## src/rtl/spi_slave_if.sv

```systemverilog
// spi_slave_if: bundles the serial pins and the host-side tx/rx handshake
// of the SPI target endpoint.
//   sclk, mosi, ss_n   : serial inputs from the SPI master (asynchronous)
//   miso, misoEnable   : serial output and its pad tristate enable
//   txData/txWrite     : host loads the one-entry transmit holding buffer
//   txReady            : holding buffer empty
//   rxData/rxValid     : last complete received word and its unread flag
//   rxRead             : host acknowledges rxData
//   rxOverrun          : one-cycle pulse when an unread word is overwritten
// Modport slave is the endpoint itself; modport master is everything around it.
interface spi_slave_if #(
    parameter int DATAWIDTH = 8
);
    logic [DATAWIDTH-1:0] txData;
    logic                 txWrite;
    logic                 txReady;
    logic [DATAWIDTH-1:0] rxData;
    logic                 rxValid;
    logic                 rxRead;
    logic                 rxOverrun;
    logic                 sclk;
    logic                 mosi;
    logic                 ss_n;
    logic                 miso;
    logic                 misoEnable;

    modport slave (
        input  txData, txWrite, rxRead, sclk, mosi, ss_n,
        output txReady, rxData, rxValid, rxOverrun, miso, misoEnable
    );

    modport master (
        output txData, txWrite, rxRead, sclk, mosi, ss_n,
        input  txReady, rxData, rxValid, rxOverrun, miso, misoEnable
    );
endinterface

```

## src/rtl/spi_slave.sv

```systemverilog
// spi_slave: SPI target endpoint. Oversamples sclk/mosi/ss_n with clk,
// deserialises received words and serialises transmit words taken from a
// one-entry holding buffer.
//   clk        : system clock
//   reset      : synchronous, active-high
//   cpol       : sclk idle level, sampled while idle
//   cpha       : 0 sample on leading edge, 1 sample on trailing edge
//   lsbFirst   : 1 shifts bit 0 first, 0 shifts MSB first
//   bus        : serial pins and tx/rx handshake (spi_slave_if.slave)
//
// state  | meaning
// IDLE   | ss_n high (or waiting for a fresh fall); mode inputs tracked
// ACTIVE | frame in progress; shifting on synced sclk edges
module spi_slave #(
    parameter int DATAWIDTH  = 8,
    parameter int SYNCSTAGES = 2
) (
    input  logic        clk,
    input  logic        reset,
    input  logic        cpol,
    input  logic        cpha,
    input  logic        lsbFirst,
    spi_slave_if.slave  bus
);
    localparam int CW = $clog2(DATAWIDTH + 1);

    typedef enum logic {IDLE, ACTIVE} state_t;

    state_t                state;
    logic [SYNCSTAGES-1:0] sclk_sync, mosi_sync, ss_sync;
    logic                  sclk_prev, ss_prev;
    logic                  cpol_r, cpha_r, lsb_r;
    logic [DATAWIDTH-1:0]  tx_buf, tx_shift, rx_shift, rx_data;
    logic                  tx_ready, rx_valid, rx_overrun;
    logic                  miso_r, miso_en;
    logic                  word_done, need_load;
    logic [CW-1:0]         bit_cnt;

    logic                  sclk_s, mosi_s, ss_s;
    logic                  rise, fall, lead, trail;
    logic                  sample_edge, drive_edge, ss_fall;
    logic [DATAWIDTH-1:0]  next_word, drive_src, rx_next;

    function automatic logic first_bit(input logic [DATAWIDTH-1:0] w, input logic lsb);
        return lsb ? w[0] : w[DATAWIDTH-1];
    endfunction

    function automatic logic [DATAWIDTH-1:0] shift_out(input logic [DATAWIDTH-1:0] w,
                                                       input logic lsb);
        return lsb ? (w >> 1) : (w << 1);
    endfunction

    assign sclk_s = sclk_sync[SYNCSTAGES-1];
    assign mosi_s = mosi_sync[SYNCSTAGES-1];
    assign ss_s   = ss_sync[SYNCSTAGES-1];

    assign rise        = sclk_s & ~sclk_prev;
    assign fall        = ~sclk_s & sclk_prev;
    assign lead        = cpol_r ? fall : rise;
    assign trail       = cpol_r ? rise : fall;
    assign sample_edge = cpha_r ? trail : lead;
    assign drive_edge  = cpha_r ? lead : trail;
    assign ss_fall     = ss_prev & ~ss_s;

    // An empty holding buffer transmits zeros.
    assign next_word = tx_ready ? '0 : tx_buf;
    // tx_shift always holds the bits not yet presented, so a drive edge
    // presents the head of either the remaining word or a fresh reload.
    assign drive_src = need_load ? next_word : tx_shift;
    assign rx_next   = lsb_r ? {mosi_s, rx_shift[DATAWIDTH-1:1]}
                             : {rx_shift[DATAWIDTH-2:0], mosi_s};

    always_ff @(posedge clk) begin
        if (reset) begin
            state      <= IDLE;
            sclk_sync  <= {SYNCSTAGES{cpol}};
            mosi_sync  <= '0;
            // ss history starts low so a select held low through reset
            // never looks like a fresh falling edge.
            ss_sync    <= '0;
            sclk_prev  <= cpol;
            ss_prev    <= 1'b0;
            cpol_r     <= cpol;
            cpha_r     <= cpha;
            lsb_r      <= lsbFirst;
            tx_buf     <= '0;
            tx_shift   <= '0;
            rx_shift   <= '0;
            rx_data    <= '0;
            tx_ready   <= 1'b1;
            rx_valid   <= 1'b0;
            rx_overrun <= 1'b0;
            miso_r     <= 1'b0;
            miso_en    <= 1'b0;
            word_done  <= 1'b0;
            need_load  <= 1'b0;
            bit_cnt    <= '0;
        end else begin
            sclk_sync <= {sclk_sync[SYNCSTAGES-2:0], bus.sclk};
            mosi_sync <= {mosi_sync[SYNCSTAGES-2:0], bus.mosi};
            ss_sync   <= {ss_sync[SYNCSTAGES-2:0], bus.ss_n};
            sclk_prev <= sclk_s;
            ss_prev   <= ss_s;

            if (bus.txWrite && tx_ready) begin
                tx_buf   <= bus.txData;
                tx_ready <= 1'b0;
            end

            // A completing word beats a simultaneous rxRead.
            rx_overrun <= 1'b0;
            if (word_done) begin
                rx_data    <= rx_shift;
                rx_valid   <= 1'b1;
                rx_overrun <= rx_valid & ~bus.rxRead;
            end else if (bus.rxRead) begin
                rx_valid <= 1'b0;
            end
            word_done <= 1'b0;

            case (state)
                IDLE: begin
                    cpol_r <= cpol;
                    cpha_r <= cpha;
                    lsb_r  <= lsbFirst;
                    if (ss_fall) begin
                        state     <= ACTIVE;
                        bit_cnt   <= '0;
                        need_load <= 1'b0;
                        miso_en   <= 1'b1;
                        if (!tx_ready) tx_ready <= 1'b1;
                        if (!cpha) begin
                            miso_r   <= first_bit(next_word, lsbFirst);
                            tx_shift <= shift_out(next_word, lsbFirst);
                        end else begin
                            miso_r   <= 1'b0;
                            tx_shift <= next_word;
                        end
                    end
                end
                ACTIVE: begin
                    if (ss_s) begin
                        state     <= IDLE;
                        bit_cnt   <= '0;
                        need_load <= 1'b0;
                        rx_shift  <= '0;
                        miso_en   <= 1'b0;
                        miso_r    <= 1'b0;
                    end else if (sample_edge) begin
                        rx_shift <= rx_next;
                        if (bit_cnt == CW'(DATAWIDTH - 1)) begin
                            bit_cnt   <= '0;
                            word_done <= 1'b1;
                            need_load <= 1'b1;
                        end else begin
                            bit_cnt <= bit_cnt + CW'(1);
                        end
                    end else if (drive_edge) begin
                        miso_r   <= first_bit(drive_src, lsb_r);
                        tx_shift <= shift_out(drive_src, lsb_r);
                        if (need_load) begin
                            need_load <= 1'b0;
                            if (!tx_ready) tx_ready <= 1'b1;
                        end
                    end
                end
                default: state <= IDLE;
            endcase
        end
    end

    assign bus.txReady    = tx_ready;
    assign bus.rxData     = rx_data;
    assign bus.rxValid    = rx_valid;
    assign bus.rxOverrun  = rx_overrun;
    assign bus.miso       = miso_r;
    assign bus.misoEnable = miso_en;
endmodule

```

## src/flat_wrapper.sv

```systemverilog
// flat-port wrapper written by rule: the top's interface ports become plain ports
module spi_slave_flat 
#(
    parameter int DATAWIDTH  = 8,
    parameter int SYNCSTAGES = 2
)
  (clk, reset, cpol, cpha, lsbFirst, bus_txData, bus_txWrite, bus_rxRead, bus_sclk, bus_mosi, bus_ss_n, bus_txReady, bus_rxData, bus_rxValid, bus_rxOverrun, bus_miso, bus_misoEnable);
  spi_slave_if #(.DATAWIDTH(DATAWIDTH)) bus_i ();
  input  logic clk;
  input  logic reset;
  input  logic cpol;
  input  logic cpha;
  input  logic lsbFirst;
  input wire logic [$bits(bus_i.txData)-1:0] bus_txData;
  input wire logic [$bits(bus_i.txWrite)-1:0] bus_txWrite;
  input wire logic [$bits(bus_i.rxRead)-1:0] bus_rxRead;
  input wire logic [$bits(bus_i.sclk)-1:0] bus_sclk;
  input wire logic [$bits(bus_i.mosi)-1:0] bus_mosi;
  input wire logic [$bits(bus_i.ss_n)-1:0] bus_ss_n;
  output wire logic [$bits(bus_i.txReady)-1:0] bus_txReady;
  output wire logic [$bits(bus_i.rxData)-1:0] bus_rxData;
  output wire logic [$bits(bus_i.rxValid)-1:0] bus_rxValid;
  output wire logic [$bits(bus_i.rxOverrun)-1:0] bus_rxOverrun;
  output wire logic [$bits(bus_i.miso)-1:0] bus_miso;
  output wire logic [$bits(bus_i.misoEnable)-1:0] bus_misoEnable;
  assign bus_i.txData = bus_txData;
  assign bus_i.txWrite = bus_txWrite;
  assign bus_i.rxRead = bus_rxRead;
  assign bus_i.sclk = bus_sclk;
  assign bus_i.mosi = bus_mosi;
  assign bus_i.ss_n = bus_ss_n;
  assign bus_txReady = bus_i.txReady;
  assign bus_rxData = bus_i.rxData;
  assign bus_rxValid = bus_i.rxValid;
  assign bus_rxOverrun = bus_i.rxOverrun;
  assign bus_miso = bus_i.miso;
  assign bus_misoEnable = bus_i.misoEnable;
  spi_slave #(.DATAWIDTH(DATAWIDTH), .SYNCSTAGES(SYNCSTAGES)) u_core (.clk(clk), .reset(reset), .cpol(cpol), .cpha(cpha), .lsbFirst(lsbFirst), .bus(bus_i));
endmodule
```

## config.mk

```make
export PLATFORM = sky130hd
export DESIGN_NAME = spi_slave_flat
export DESIGN_NICKNAME = d
export VERILOG_FILES = /design/src/rtl/spi_slave_if.sv /design/src/rtl/spi_slave.sv /design/src/flat_wrapper.sv
export SDC_FILE = /design/constraint.sdc
export NUM_CORES = 1
export LEC_CHECK = 0
export CAP_MARGIN = 0
export CORE_UTILIZATION = 24
export CTS_CLUSTER_SIZE = 20
export DETAILED_ROUTE_END_ITERATION = 16
export DONT_BUFFER_PORTS = 1
export PLACE_DENSITY = 0.36
export SLEW_MARGIN = 20
export SYNTH_ARGS = -nofsm -noshare
export SYNTH_HDL_FRONTEND = slang
export SYNTH_SLANG_ARGS = --single-unit
```

## constraint.sdc

```tcl
create_clock -name clk -period 3.4 [get_ports clk]
set_input_delay 0.68 -clock clk [delete_from_list [all_inputs] [get_ports clk]]
set_output_delay 0.68 -clock clk [all_outputs]
set_load 0.05 [all_outputs]
```

==> impl_metrics.py, run 1 <==
metrics = {
    "placed_design": {
        "pre_cts_ws_ns": 1.38,
        "postPlaceCellArea_um2": 2770,
        "place_congestion": 0.753,
        "dp_hpwl_um": 4310,
        "dp_cells": 411,
        "io_buffer_count": 0,
    },
    "yosys": {
        "ys_ff_latch": 55,
        "synth_area_um2": 2650,
        "avgSynthCellArea_um2": 9.21,
        "yosysTopAreaCell": "dfxtp_1",
        "synthXorXnorAreaFrac_pct": 0.613,
        "ys_seq_area_share_pct": 42.6,
        "yosysWarnings": 0,
        "synth_fa_ha_area_share_pct": 0.472,
        "yosysTopAreaCellShare_pct": 39.2,
        "synthMuxAreaShare_pct": 16.9,
        "synth_area_leaders": "dfxtp_1 (39%), mux2i_1 (9.8%), mux4_2 (5.1%), nor2b_1 (4.0%), nand2_1 (3.7%)",
        "synth-edff-count": 3,
        "synthSimpleGateAreaFrac_pct": 18.5,
        "synth_top_family_by_area": "simple AND/OR/NAND/NOR gates",
        "synth_compound_area_share_pct": 15.8,
        "syn_inst": 288,
        "synthFlopType": "dfxtp_1",
        "synth.distinct_cells": 45,
        "syn_nets": 307,
        "async_flop_share_pct": 0,
    },
    "pwr": {
        "p_switching_uw": 319,
        "peakVddDrop_uv": 215,
        "powerDensity_nw_per_um2": 440,
        "clkPwrFrac_pct": 37.1,
        "swShare_pct": 25.1,
        "seqPwrFrac_pct": 54.9,
        "combPwrFrac_pct": 8.0,
        "internal_power_uw": 954,
        "p_leak_uw": 0.000987,
    },
    "global_route": {
        "grt_max_degree": 40,
        "antenna_found_initial": 0,
        "grt_usage_pct": 12.0,
        "grt_pass1_vias": 1960,
        "overflow": 0,
        "grt_pass1_wl_um": 10500,
    },
    "critical_path": {
        "startpoint_type": "flip-flop",
        "cp_top_family": "flip-flops",
        "path_buf_inv": 0,
        "max_stage_delay_ns": 0.97,
        "worstPathRequired_ns": 3.62,
        "critPathKind": "flip-flop to flip-flop",
        "crit_chain": "mux4_2 -> a22oi_1 -> a21oi_1",
        "crit_arrival_ns": 2.24,
        "critPathMaxFanout": 18,
        "critical-path-slowest-cell": "edfxtp_1",
        "end_kind": "flip-flop",
    },
    "timing": {
        "finalSetupViolCount": 0,
        "worstMarginPinSlew_ns": 0.930,
        "finClkSkew_ns": 0.0140,
        "hold_violations": 0,
        "max_freq_mhz": 494,
        "layout_setup_ws_ns": 1.38,
        "min_period_ns": 2.02,
        "slew_headroom_pct": 38.0,
        "drv_slew": 0,
        "rsz0062_at_grt": "no",
        "setup_tns_ns": 0,
        "period_share_pct": 59.5,
    },
    "routing": {
        "wirelength_um": 6220,
        "drt_iter0_markers": 89,
        "viasPerCell": 4.77,
        "drtPass1Iterations": 4,
        "num_vias": 2000,
        "wl_per_cell_um": 14.8,
        "ant_nets": 0,
        "drc_errors": 0,
    },
    "clock_network": {
        "cts-root-buf": "clkbuf_8",
        "path_clk_slew_ns": 0.10,
        "cts_made_buffers": 5,
        "cts_max_level": 2,
        "cts_tree": "yes",
        "insertion_delay_ns": 0.33,
        "ctsHoldBuffers": 0,
        "clock_path_buffers": 2,
        "cts_resized": 0,
        "post-cts-setup-buffers": 0,
        "clock_sinks": 55,
    },
    "worst_hold_path": {
        "holdCritPathClass": "input port to flip-flop",
    },
    "final_layout": {
        "nNetsFinal": 297,
        "final_util_pct": 26.8,
        "finalNonFillerCells": 419,
        "drive_gt1_share_pct": 9.68,
        "final_common_cell": "dfxtp_1",
        "mostFrequentLayoutCells": "dfxtp_1 (52), nand2_1 (26), mux2i_1 (26), a21oi_1 (17), nor2b_1 (17)",
        "area_growth_pct": 9.01,
        "final_area_um2": 2890,
        "fillers": 1135,
        "seq_area_um2": 1130,
        "antenna_cells": 0,
        "multiInputGateArea_um2": 1390,
    },
    "run_status": {
        "status": "completed",
    },
    "floorplan": {
        "num_io_pins": 31,
        "coreArea_um2": 10800,
        "die_x_um": 107,
        "initial_core_util_pct": 24.6,
        "rows": 38,
        "design.die.area_um2": 11500,
        "die_h_um": 107,
    },
    "run": {
        "cap_violations": 0,
    },
}
worst paths after layout:
kind                            slack, ns                  end                start  depth (start not counted)
worst max-delay path                 1.38   u_core.tx_shift[4]         u_core.lsb_r                          3
worst min-delay path                 0.40   u_core.tx_shift[0]                reset                          1
worst max register to register       1.38   u_core.tx_shift[4]         u_core.lsb_r                          3
worst min register to register       0.44  u_core.sclk_sync[1]  u_core.sclk_sync[0]                          2
power groups by stage:
stage	sequential [uW]	clock, uW	combinational, uW
floorplan	703	0	100
global placement	715	0	103
detailed placement	715	0	103
CTS	700	494	103
global route	704	518	114
finish	699	472	102
Yosys cell counts (all sizes together), types with 2 or more instances:
| cell | count |
|---|---|
| dfxtp | 52 |
| mux2i | 26 |
| nand2 | 26 |
| a21oi | 17 |
| nor2b | 17 |
| nor2 | 16 |
| nand3 | 15 |
| inv | 13 |
| o21ai | 13 |
| buf | 11 |
| clkbuf | 9 |
| o22ai | 8 |
| a22oi | 6 |
| mux4 | 6 |
| a31oi | 5 |
| nand2b | 5 |
| nor3 | 5 |
| o31ai | 5 |
| mux2 | 4 |
| edfxtp | 3 |
| a211oi | 2 |
| a311oi | 2 |
| nand3b | 2 |
| o211ai | 2 |
| or2 | 2 |
layer usage:
metal,global-route usage [%],routed length [um],vias to the layer above
met4,4.50,117,0
met1,16.2,3050,949
met2,17.7,2780,31
li1,-,-,1012
met3,3.77,271,8
met5,0,0,-
final cells by class:
| class | instances | area share, % |
|---|---|---|
| flip-flops and latches | 55 | 39.1 |
| well taps | 140 | 6.06 |
| multi-input cells | 199 | 48.0 |
| repair buffers | 3 | 0.779 |
| clock buffers | 8 | 4.24 |
| inverters | 14 | 1.82 |
cells by family after synthesis:
group           Yosys count
simple gates             96
compound gates           65
flops                    55
mux                      36
buf+inv                  34
xor+xnor                  1
fa+ha+maj                 1
flip-flops by register name, summed over array words and instances (netlist names):
register and flops:
u_core.bus.txReady 1, u_core.sclk_prev 1, u_core.tx_buf 8, u_core.rx_shift 8, u_core.bit_cnt 4, u_core.sclk_sync 2, u_core.cpha_r 1, u_core.ss_sync 2
u_core.cpol_r 1, u_core.bus.misoEnable 1, u_core.bus.miso 1, u_core.tx_shift 8, u_core.bus.rxValid 1, u_core.state 1, u_core.need_load 1, u_core.bus.rxOverrun 1
u_core.lsb_r 1, u_core.bus.rxData 8, u_core.word_done 1, u_core.mosi_sync 2, u_core.ss_prev 1
metrics by stage:
step	hold slack [ns]	total power, uW
3_3_place_gp	0.420	818
3_5_place_dp	0.428	818
2_1_floorplan	0.414	803
5_1_grt	0.375	1340
4_1_cts	0.382	1300
6_report	0.403	1270
No activity file was read; power rests on OpenSTA's default activity.
==> inputs of run 2 (changes only) <==
--- a/config.mk
+++ b/config.mk
@@ -10,7 +10,7 @@
 export CTS_CLUSTER_SIZE = 20
 export DETAILED_ROUTE_END_ITERATION = 16
 export DONT_BUFFER_PORTS = 1
-export PLACE_DENSITY = 0.36
+export PLACE_DENSITY = 0.37
 export SLEW_MARGIN = 20
 export SYNTH_ARGS = -nofsm -noshare
 export SYNTH_HDL_FRONTEND = slang
==> constraint.sdc (replaced) <==
create_clock -name clk -period 1.67 [get_ports clk]
set_input_delay 0.334 -clock clk [delete_from_list [all_inputs] [get_ports clk]]
set_output_delay 0.334 -clock clk [all_outputs]
set_load 0.05 [all_outputs]
==> impl_metrics.py, run 2 (synthesized netlist as in run 1, its figures left out) <==
metrics = {
    "global_route": {
        "grt_pass1_wl_um": 11200,
        "grt_pass1_vias": 2090,
        "antenna_found_initial": 0,
        "overflow": 0,
        "grt_usage_pct": 12.6,
        "grt_max_degree": 40,
    },
    "placed_design": {
        "dp_hpwl_um": 4730,
        "dp_cells": 431,
        "pre_cts_ws_ns": -0.0150,
        "io_buffer_count": 0,
        "place_congestion": 0.729,
        "postPlaceCellArea_um2": 2920,
    },
    "final_layout": {
        "final_area_um2": 3200,
        "antenna_cells": 0,
        "drive_gt1_share_pct": 22.8,
        "final_util_pct": 29.6,
        "finalNonFillerCells": 443,
        "area_growth_pct": 20.6,
        "nNetsFinal": 321,
        "mostFrequentLayoutCells": "dfxtp_1 (51), nand2_1 (26), mux2i_1 (26), buf_4 (22), nor2b_1 (17)",
        "final_common_cell": "dfxtp_1",
    },
    "clock_network": {
        "cts_tree": "yes",
        "cts_made_buffers": 5,
        "path_clk_slew_ns": 0.11,
        "clock_sinks": 55,
        "cts-root-buf": "clkbuf_8",
        "cts_max_level": 2,
        "clock_path_buffers": 2,
        "insertion_delay_ns": 0.33,
    },
    "routing": {
        "drc_errors": 0,
        "wl_per_cell_um": 15.1,
        "viasPerCell": 4.78,
        "drt_iter0_markers": 56,
        "wirelength_um": 6690,
        "drtPass1Iterations": 4,
        "num_vias": 2116,
        "ant_nets": 0,
    },
    "critical_path": {
        "crit_chain": "xnor2_2 -> buf_4 -> mux2_4 -> or4_4 -> a31oi_1",
        "critPathMaxFanout": 3,
        "worstPathRequired_ns": 1.93,
        "critPathKind": "flip-flop to flip-flop",
        "path_buf_inv": 1,
        "max_stage_delay_ns": 0.43,
        "crit_arrival_ns": 1.96,
        "critical-path-slowest-cell": "edfxtp_1",
        "end_kind": "flip-flop",
        "cp_top_family": "flip-flops",
        "startpoint_type": "flip-flop",
    },
    "run": {
        "cap_violations": 0,
    },
    "timing": {
        "worstMarginPinSlew_ns": 0.551,
        "period_share_pct": 102,
        "finClkSkew_ns": 0.0114,
        "hold_violations": 0,
        "drv_slew": 0,
        "max_freq_mhz": 587,
        "finalSetupViolCount": 3,
        "rsz0062_at_grt": "yes",
        "slew_headroom_pct": 63.2,
        "layout_setup_ws_ns": -0.0334,
        "min_period_ns": 1.70,
    },
    "run_status": {
        "status": "finished, violations left",
        "violations": "setup timing",
    },
    "pwr": {
        "peakVddDrop_uv": 358,
        "finalPower_uw": 2540,
        "powerDensity_nw_per_um2": 795,
        "p_leak_uw": 0.00110,
    },
    "floorplan": {
        "rows": 38,
        "num_io_pins": 31,
        "coreArea_um2": 10800,
        "design.die.area_um2": 11500,
        "die_h_um": 107,
        "initial_core_util_pct": 24.6,
        "die_x_um": 107,
    },
    "worst_hold_path": {
        "holdCritPathClass": "input port to flip-flop",
    },
}
run 2: worst register-to-register path, stage by stage (launching register included):
cell,delay (ns)
edfxtp_1,0.43
xnor2_2,0.22
buf_4,0.14
mux2_4,0.31
or4_4,0.41
a31oi_1,0.13
run 2: path summary, 6_finish.rpt:
check                                            to                start  cells after the start  slack, ns
worst max-delay path              u_core.bit_cnt[0]        u_core.cpha_r                      5      -0.03
worst min-delay path            u_core.mosi_sync[0]                reset                      1       0.06
worst max register to register    u_core.bit_cnt[0]        u_core.cpha_r                      5      -0.03
worst min register to register  u_core.mosi_sync[1]  u_core.mosi_sync[0]                      1       0.45
run 2: repair_timing:
action                                  CTS  global route
hold buffers                              0             0
endpoints found under the setup margin   12            22
buffers inserted                          1             2
cloned                                    0             1
pin swaps                                 2             8
resized for setup                         2            27
run 2: stage by stage:
step | TNS [ns] | hold slack [ns]
floorplan | -0.0516 | 0.414
global placement | 0 | 0.406
detailed placement | -0.0302 | 0.410
CTS | 0 | 0.0385
global route | -0.459 | 0.0326
finish | -0.0450 | 0.0621
run 2: layer usage:
metal	global-route usage (%)	wire length (um)	vias up
met5	0	0	-
met4	5.09	110	0
met3	2.98	218	9
met2	19.9	3060	28
met1	16.5	3300	1019
li1	-	-	1060
run 2: final cells by class:
class / instances / area, um^2
Tap cell: 140 / 175
Timing Repair Buffer: 27 / 230
Clock buffer: 5 / 68.8
Fill cell: 1125 / 7590
Multi-Input combinational cell: 199 / 1510
Inverter: 14 / 52.6
Sequential cell: 55 / 1130
Clock inverter: 3 / 27.5
run 2: report_power, final:
group	internal, uW	switching, uW	leakage, uW
clock	310	512	0.0000463
combinational	155	150	0.000600
sequential	1360	50.5	0.000455
total	1830	712	0.00110
